File: config.mk
export PLATFORM = sky130hd
export DESIGN_NAME = sram_responder
export DESIGN_NICKNAME = d
export VERILOG_FILES = /design/src/rtl/sram_pkg.sv /design/src/rtl/sram_mem_array.sv /design/src/rtl/sram_responder.sv
export SDC_FILE = /design/constraint.sdc
export NUM_CORES = 2
export LEC_CHECK = 0
export ABC_CLOCK_PERIOD_IN_PS = 5350
export CELL_PAD_IN_SITES_DETAIL_PLACEMENT = 0
export CELL_PAD_IN_SITES_GLOBAL_PLACEMENT = 2
export CORE_AREA = 2 2 401 403
export DETAILED_ROUTE_END_ITERATION = 12
export DIE_AREA = 0 0 403 405
export GPL_ROUTABILITY_DRIVEN = 0
export GPL_TIMING_DRIVEN = 0
export HOLD_SLACK_MARGIN = 0.12
export PLACE_DENSITY = 0.77
export RECOVER_POWER = 100
export REMOVE_ABC_BUFFERS = 1
export SLEW_MARGIN = 40
export SYNTH_ARGS = -nofsm -noshare
export SYNTH_HDL_FRONTEND = slang
export SYNTH_SLANG_ARGS = --single-unit
File: constraint.sdc
create_clock -name clk -period 5.35 [get_ports clk]
set_clock_uncertainty 0.2 [all_clocks]
set_input_delay 1.07 -clock clk [delete_from_list [all_inputs] [get_ports clk]]
set_output_delay 1.07 -clock clk [all_outputs]
set_load 0.01 [all_outputs]
File: src/rtl/sram_pkg.sv
// rtl/sram_pkg.sv - shared constants and state type for the SRAM port model
// Contents:
//   SRAM_ADDR_BITS / SRAM_DATA_BITS : default bus widths shared with sram_iface
//   DATA_BUS_FLOAT                  : value returned when no storage backs a read
//   sram_resp_state_t               : responder FSM states
package sram_pkg;

    localparam int SRAM_ADDR_BITS = 16;
    localparam int SRAM_DATA_BITS = 8;

    localparam logic [SRAM_DATA_BITS-1:0] DATA_BUS_FLOAT = '0;

    typedef enum logic [1:0] {
        IDLE,
        ACCESS,
        HOLD
    } sram_resp_state_t;

endpackage

File: src/rtl/sram_mem_array.sv
// rtl/sram_mem_array.sv - DEPTH x DATA_BITS storage, synchronous write and read
// Ports:
//   clk   : clock, rising edge
//   we    : write strobe, wdata stored at addr on the edge
//   addr  : shared word index for both ports
//   wdata : write data
//   rdata : registered read data, mem[addr] captured every edge
// The storage has no reset.
module sram_mem_array #(
    parameter int DEPTH     = 256,
    parameter int DATA_BITS = 8,
    parameter int IDX_BITS  = $clog2(DEPTH)
) (
    input  logic                 clk,
    input  logic                 we,
    input  logic [IDX_BITS-1:0]  addr,
    input  logic [DATA_BITS-1:0] wdata,
    output logic [DATA_BITS-1:0] rdata
);

    logic [DATA_BITS-1:0] mem [DEPTH];

    always_ff @(posedge clk) begin
        if (we) begin
            mem[addr] <= wdata;
        end
        rdata <= mem[addr];
    end

endmodule

File: src/rtl/sram_responder.sv
// rtl/sram_responder.sv - target-side SRAM port model with fixed access latency
// Ports:
//   clk, n_rst        : clock (rising edge), asynchronous active-low reset
//   read_enable       : read request level
//   write_enable      : write request level
//   address, w_data   : request address and write data, latched at capture
//   r_data            : registered read data, held between reads
//   ack               : one-cycle completion pulse
//   busy              : high while in ACCESS
//   addr_err          : sticky, an access completed with address >= DEPTH
//   proto_err         : sticky, both enables seen high in IDLE
//   clear_err         : synchronous clear of the sticky flags (and statistics)
//   rd_count/wr_count : acked read/write counters, only with SRAM_STATS_EN
// Optional build macro: SRAM_STATS_EN
module sram_responder
    import sram_pkg::*;
#(
    parameter int ADDR_BITS = SRAM_ADDR_BITS,
    parameter int DATA_BITS = SRAM_DATA_BITS,
    parameter int DEPTH     = 256,
    parameter int LATENCY   = 3
) (
    input  logic                 clk,
    input  logic                 n_rst,
    input  logic                 read_enable,
    input  logic                 write_enable,
    input  logic [ADDR_BITS-1:0] address,
    input  logic [DATA_BITS-1:0] w_data,
    output logic [DATA_BITS-1:0] r_data,
    output logic                 ack,
    output logic                 busy,
    output logic                 addr_err,
    output logic                 proto_err,
    input  logic                 clear_err
`ifdef SRAM_STATS_EN
    ,
    output logic [15:0]          rd_count,
    output logic [15:0]          wr_count
`endif
);

    localparam int         IDX_BITS = $clog2(DEPTH);
    localparam logic [3:0] LAT      = 4'(LATENCY);

    sram_resp_state_t state, state_next;

    logic                 op_wr;
    logic [ADDR_BITS-1:0] addr_q;
    logic [DATA_BITS-1:0] data_q;
    logic [3:0]           cnt;

    logic                 op_en;
    logic                 capture;
    logic                 proto_hit;
    logic                 complete;
    logic                 in_range;
    logic                 mem_we;
    logic [IDX_BITS-1:0]  mem_addr;
    logic [DATA_BITS-1:0] mem_q;

    // The enable that belongs to the latched operation; dropping it aborts.
    assign op_en     = op_wr ? write_enable : read_enable;
    assign capture   = (state == IDLE) && (read_enable ^ write_enable);
    assign proto_hit = (state == IDLE) && read_enable && write_enable;
    assign complete  = (state == ACCESS) && op_en && (cnt == LAT);

    // Full-width compare so upper address bits never alias into the array.
    assign in_range  = 32'(addr_q) < 32'(DEPTH);
    assign mem_we    = complete && op_wr && in_range;

    // The array read port is fed the live address in IDLE so that the
    // captured word is already registered by the first ACCESS cycle; this
    // keeps LATENCY=1 working with a synchronous read. No write can happen
    // while a read is in flight, so the prefetched word stays valid.
    assign mem_addr  = (state == IDLE) ? address[IDX_BITS-1:0]
                                       : addr_q[IDX_BITS-1:0];

    sram_mem_array #(
        .DEPTH     (DEPTH),
        .DATA_BITS (DATA_BITS),
        .IDX_BITS  (IDX_BITS)
    ) u_mem (
        .clk   (clk),
        .we    (mem_we),
        .addr  (mem_addr),
        .wdata (data_q),
        .rdata (mem_q)
    );

    always_ff @(posedge clk or negedge n_rst) begin
        if (!n_rst) begin
            state <= IDLE;
        end else begin
            state <= state_next;
        end
    end

    always_comb begin
        state_next = state;
        busy       = 1'b0;
        case (state)
            IDLE: begin
                if (capture) begin
                    state_next = ACCESS;
                end
            end
            ACCESS: begin
                busy = 1'b1;
                if (!op_en) begin
                    state_next = IDLE;
                end else if (cnt == LAT) begin
                    state_next = HOLD;
                end
            end
            HOLD: begin
                if (!read_enable && !write_enable) begin
                    state_next = IDLE;
                end
            end
            default: begin
                state_next = IDLE;
            end
        endcase
    end

    always_ff @(posedge clk or negedge n_rst) begin
        if (!n_rst) begin
            op_wr     <= 1'b0;
            addr_q    <= '0;
            data_q    <= '0;
            cnt       <= '0;
            r_data    <= '0;
            ack       <= 1'b0;
            addr_err  <= 1'b0;
            proto_err <= 1'b0;
        end else begin
            ack <= complete;

            if (capture) begin
                op_wr  <= write_enable;
                addr_q <= address;
                data_q <= w_data;
            end

            if (capture) begin
                cnt <= 4'd1;
            end else if (state_next == ACCESS) begin
                cnt <= cnt + 4'd1;
            end else begin
                cnt <= '0;
            end

            if (complete && !op_wr) begin
                r_data <= in_range ? mem_q : DATA_BITS'(DATA_BUS_FLOAT);
            end

            // A new event in the same cycle as clear_err keeps the flag set.
            addr_err  <= (complete && !in_range) | (addr_err & ~clear_err);
            proto_err <= proto_hit | (proto_err & ~clear_err);
        end
    end

`ifdef SRAM_STATS_EN
    always_ff @(posedge clk or negedge n_rst) begin
        if (!n_rst) begin
            rd_count <= '0;
            wr_count <= '0;
        end else if (clear_err) begin
            rd_count <= '0;
            wr_count <= '0;
        end else if (complete) begin
            if (op_wr && (wr_count != 16'hFFFF)) begin
                wr_count <= wr_count + 16'd1;
            end
            if (!op_wr && (rd_count != 16'hFFFF)) begin
                rd_count <= rd_count + 16'd1;
            end
        end
    end
`else
    // Statistics counters are not built.
`endif

endmodule
# Yosys cells after proc, flatten, opt, wreduce, memory -nomap -nowiden
# Memories as Yosys holds them, arrays and structs flattened. A register that Yosys moved wholly into a read port is not among the register bits.
# Cells that the tools add are included.
# totals
elab_cells,50
out_inout_bits,12
ram_bits,2048
register_bits,42
input_bits,29
mem_count,1
# mem_list
memory,depth,width,read_ports,rd_ports_with_merged_regs,wr,line,text
u_mem.mem,256,8,1,1,1,sram_mem_array.sv:21,logic [DATA_BITS-1:0] mem [DEPTH];
# classes
reduce_logical,15
n_lt_le_gt_ge,1
bitwise_logic,6
n_addsub,1
n_eq_ne,4
mux,13
# op_table
op,n
$lt 16x9->1 const B,1
$mux 8,2
$logic_and 1x1->1,10
$mux 2,4
$mux 4,2
$pmux 2 s3,1
$add 4x1->4 const B,1
$eq 2x1->1 const B,2
$eq 4x2->1 const B,1
$logic_not 1->1,4
$mux 1,4
$and 1x1->1,2
$eq 2x2->1 const B,1
$logic_not 2->1,1
$or 1x1->1,2
$not 1->1,1
$xor 1x1->1,1

# Longest topological paths before layout
# logic_depth
depth_word,7
mapped_depth,12
mapped_depth_nobuf,8

# Hierarchy
# From an unflattened synthesis, not the netlist that was laid out.
# hier_totals
hier_cells,3676
hier_area_um2,80303.3
# by_module_without_submodules
mod,area_each_um2,seq_area_each_um2,n_inst,cells_per_inst
sram_mem_array,78492.8,61659.1,1,3547
sram_responder,1810.5,1051.0,1,129

# Worst setup path after synthesis
# No wires, ideal clock.
# synth_path
path_type,register to register
startpoint,reg data_q[0]
endpoint,mem u_mem.mem[0][0] (data pin)
setup_ns,0.804
setup_slack_ns,1.163
arrival_ns,3.183
path_buffers,0
stages_incl_launch_ff,1
period_less_slack_ns,4.187
required_time_ns,4.346
cell_sequence,dfrtp_1
# synth_rtl
element,line,text
start: declaration,sram_responder.sv:49,logic [DATA_BITS-1:0] data_q;
start signal: assignment,sram_responder.sv:142,data_q <= w_data;
end: declaration,sram_mem_array.sv:21,
# Straight into the memory's write port.

# Worst setup path in the final report
# layout_path
startpoint,in address[1]
endpoint,reg u_mem.rdata[3] (read register of u_mem.mem)
# layout_via
elab_chain_cells,1
# layout_rtl
element,line,text
start: declaration,sram_responder.sv:27,"input logic [ADDR_BITS-1:0] address,"
$mux 8,sram_responder.sv:75,assign mem_addr = (state == IDLE) ? address[IDX_BITS-1:0]
end: declaration,sram_mem_array.sv:18,output logic [DATA_BITS-1:0] rdata
# Every way passes these cells.
# A chain may end at the register's enable or synchronous reset.

==> impl_metrics.ini <==
[run]
cap_viol_max_count = 26

[sta]
worst_slew_pin_slew_ns = 2.57
setup_slack_ns = -0.0133
fin_crit_sh_pct = 100
rsz0062_at_grt = no
fin_tns_setup_ns = -0.0133
slew_violations = 1080
whs_ns = 0.241
setup_viol = 1
timing.final.crit_period_ns = 5.36
relSlewSlack_pct = -71.6
hold_violations = 0
max_freq_ghz = 0.186

[grt]
grt_max_degree = 59
antenna_found_initial = 6
grt_util_all_layers_pct = 24.0
grt_pass1_vias = 41600
grt-ovfl-total = 0
grt_pass1_wl_um = 286000

[outcome]
status = complete, but fails checks
failed_checks = max-capacitance violations, max-slew violations, negative setup slack

[pwr]
ir_drop_mv = 0.324
comb_power_share_pct = 27.2
sw_frac_of_total_pct = 31.0
intPower_w = 0.0334
leakage_nw = 28.0
seqPwrFrac_pct = 43.2
power_density_nw_per_um2 = 545
clockPowerShare_pct = 29.6
p_sw_w = 0.0150

[worst_setup_path]
rr_worst_depth = 7
crit_type = input pin to flip-flop
critPathCaptureType = flip-flop
crit_required_ns = 5.86
endpoint = u_mem.rdata[3]$_DFF_P_
crit_fanout = 15
r2r_end = u_mem.mem[37][6]$_DFFE_PP_
critPathLaunchType = input pin
setup.worst_path.start = address[1]
r2r_slack_ns = 0.05
reg2reg_from = addr_q[15]$_DFFE_PN0P_
arrival_ns = 5.87

[logic_synthesis]
ys_async_sr_fraction_pct = 2.00
syn_avg_cell_area_um2 = 18.0
netlist_instances = 4288
synth_area_leaders = edfxtp_1 (79%), a221oi_1 (5.8%), a22o_1 (5.8%)
synth.distinct_cells = 42
ys.flop_type = edfxtp_1
yosys.area.top_type = edfxtp_1
yosys_warnings = 0
synth.top_cells.by_count = edfxtp_1 (2048), a221oi_1 (512), a22o_1 (512)
netlist_area_um2 = 77400
yosysMostFrequentCell = edfxtp_1
ys_ff_latch = 2098
synth_top_area_share_pct = 79.5
ys_seq_area_share_pct = 81.1
synth_edf_count = 2048

[routing]
drc = 0
firstDrtPassIters = 5
vias_per_cell = 6.31
route.detailed.wl_per_inst_um = 29.5
num_vias = 42200
wl_um = 197000
drt-initial-drc-count = 4423
drtAntennaViolNets = 0

[cells_and_area]
final_cells = 6693
final_nets = 4460
drive_gt1_share_pct = 11.5
final_util_pct = 55.8
areaGrowthSynthToFinish_pct = 14.8

[place]
hpwl_um = 129000
numPortBuffers = 40
placed_cells = 6305

[floorplanning]
rows = 147
die_w_um = 403
core_area_um2 = 159000
io_pins = 41
start_util_pct = 48.6
die_h_um = 405
die_area_um2 = 163000

[cts]
cts_root_buf = clkbuf_16
cts_tree = built
h-tree-depth = 4
cts_sinks = 2098
numCtsBuffers = 203
path_clk_slew_ns = 0.07
clock_path_buffers = 3
worst_skew_pair.late_latency_ns = 0.83

[min_path]
min_path_type = flip-flop to flip-flop
==> final cells by class <==
| type | count | area (um^2) |
|---|---|---|
| antenna | 2 | 5.00 |
| tap | 2086 | 2610 |
| clock inverter | 128 | 1240 |
| multi-input combinational | 1866 | 13600 |
| fill | 12000 | 70400 |
| clock buffer | 253 | 5460 |
| timing repair buffer | 254 | 3210 |
| inverter | 6 | 22.5 |
| sequential | 2098 | 62700 |
==> worst max-delay path: stages <==
cell and delay, ns:
clkdlybuf4s50_1 0.55, or4_1 0.18, o31ai_4 0.17, buf_4 0.24
buf_4 0.21, buf_8 0.16, buf_4 0.19, buf_4 0.21
buf_4 0.20, buf_6 0.16, a22o_1 0.24, a221oi_1 0.38
o22ai_1 0.20, nor4_1 0.83, nand2_1 0.34, a2111o_1 0.50
==> power by group through the flow <==
stage / Combinational, W / Sequential, W / Clock, W
after floorplan: 0.00711 / 0.0224 / 0
after global placement: 0.00825 / 0.0236 / 0
after detailed placement: 0.0137 / 0.0211 / 0
after CTS: 0.0137 / 0.0208 / 0.0145
after global routing: 0.0140 / 0.0210 / 0.0151
final: 0.0132 / 0.0209 / 0.0143
==> through the flow <==
| step | worst slack, ns | instance area (um^2) | power [W] |
|---|---|---|---|
| 5_1_grt | 0.00689 | 88800 | 0.0501 |
| 4_1_cts | 0.0275 | 89800 | 0.0490 |
| 2_1_floorplan | -13.76 | 76000 | 0.0295 |
| 3_5_place_dp | -0.962 | 83100 | 0.0348 |
| 6_report | -0.0133 | 88800 | 0.0484 |
| 3_3_place_gp | -32.78 | 79000 | 0.0318 |
==> worst min path at each step <==
stage / cells after the start / start / slack [ns] / end
floorplan: 2 / u_mem.rdata[0]$_DFF_P_ / 0.22 / r_data[0]$_DFFE_PN0P_
global placement: 2 / u_mem.rdata[6]$_DFF_P_ / 0.24 / r_data[6]$_DFFE_PN0P_
detailed placement: 2 / u_mem.rdata[6]$_DFF_P_ / 0.24 / r_data[6]$_DFFE_PN0P_
CTS: 2 / u_mem.rdata[6]$_DFF_P_ / 0.24 / r_data[6]$_DFFE_PN0P_
global route: 2 / u_mem.rdata[6]$_DFF_P_ / 0.26 / r_data[6]$_DFFE_PN0P_
finish: 2 / u_mem.rdata[6]$_DFF_P_ / 0.24 / r_data[6]$_DFFE_PN0P_
==> registers in the layout, indices dropped and copies added, names as in the netlist <==
name / count
u_mem.mem: 2048
addr_q: 16
data_q: 8
r_data: 8
u_mem.rdata: 8
cnt: 4
state: 2
ack: 1
addr_err: 1
op_wr: 1
proto_err: 1
==> cells in the final DEF (no fill, tap or decap), types with 4 or more instances in the layout <==
cell type        instances
a2111o_1                 8
a21boi_1                 8
a21oi_1                 18
a221oi_1               512
a22o_1                 512
buf_12                  13
buf_16                  30
buf_4                   34
buf_6                   20
buf_8                   67
bufinv_16               24
clkbuf_1                63
clkbuf_16              209
clkbuf_2                18
clkbuf_4                 6
clkbuf_8                 6
clkdlybuf4s50_1         26
clkinv_1                55
clkinv_2                36
clkinv_8                 4
clkinvlp_4               6
dfrtp_1                 42
dfxtp_1                  8
dlygate4sd3_1           14
edfxtp_1              2048
inv_1                    6
nand2_1                128
nand2_2                 13
nand2_4                 16
nand3_1                  7
nand3b_1                 9
nor2_1                 260
nor4_1                  54
nor4_2                  10
o21ai_0                 13
o21ai_4                  4
o22ai_1                256
o31ai_4                  4
or3_1                    4
==> metal layers <==
metal / GRT usage [%] / up-vias / wire length, um
li1: - / 18500 / -
met1: 33.1 / 21800 / 83100
met2: 39.2 / 1518 / 95300
met3: 3.75 / 329 / 12500
met4: 8.21 / 0 / 6490
met5: 0 / - / 0
==> kinds of logic after synthesis <==
group	count (synthesis)	share of synthesized area (%)
xor gates and xnor gates	2	0.0226
DFF	2098	81.1
adders and majority gates	2	0.0323
buffers and inverters	324	1.80
and+or+nand+nor	520	2.88
AOI/OAI and AO/OA	1342	14.2
==> what timing repair did <==
action,4_1_cts,5_1_grt
resized for setup,2,1
setup buffers,0,3
endpoints found under the setup margin,2,4
hold buffers,1,0
pin swaps,0,1
gates cloned,0,0
hold endpoints to repair,21,0
Note: power is estimated with default switching activity, not from simulation.
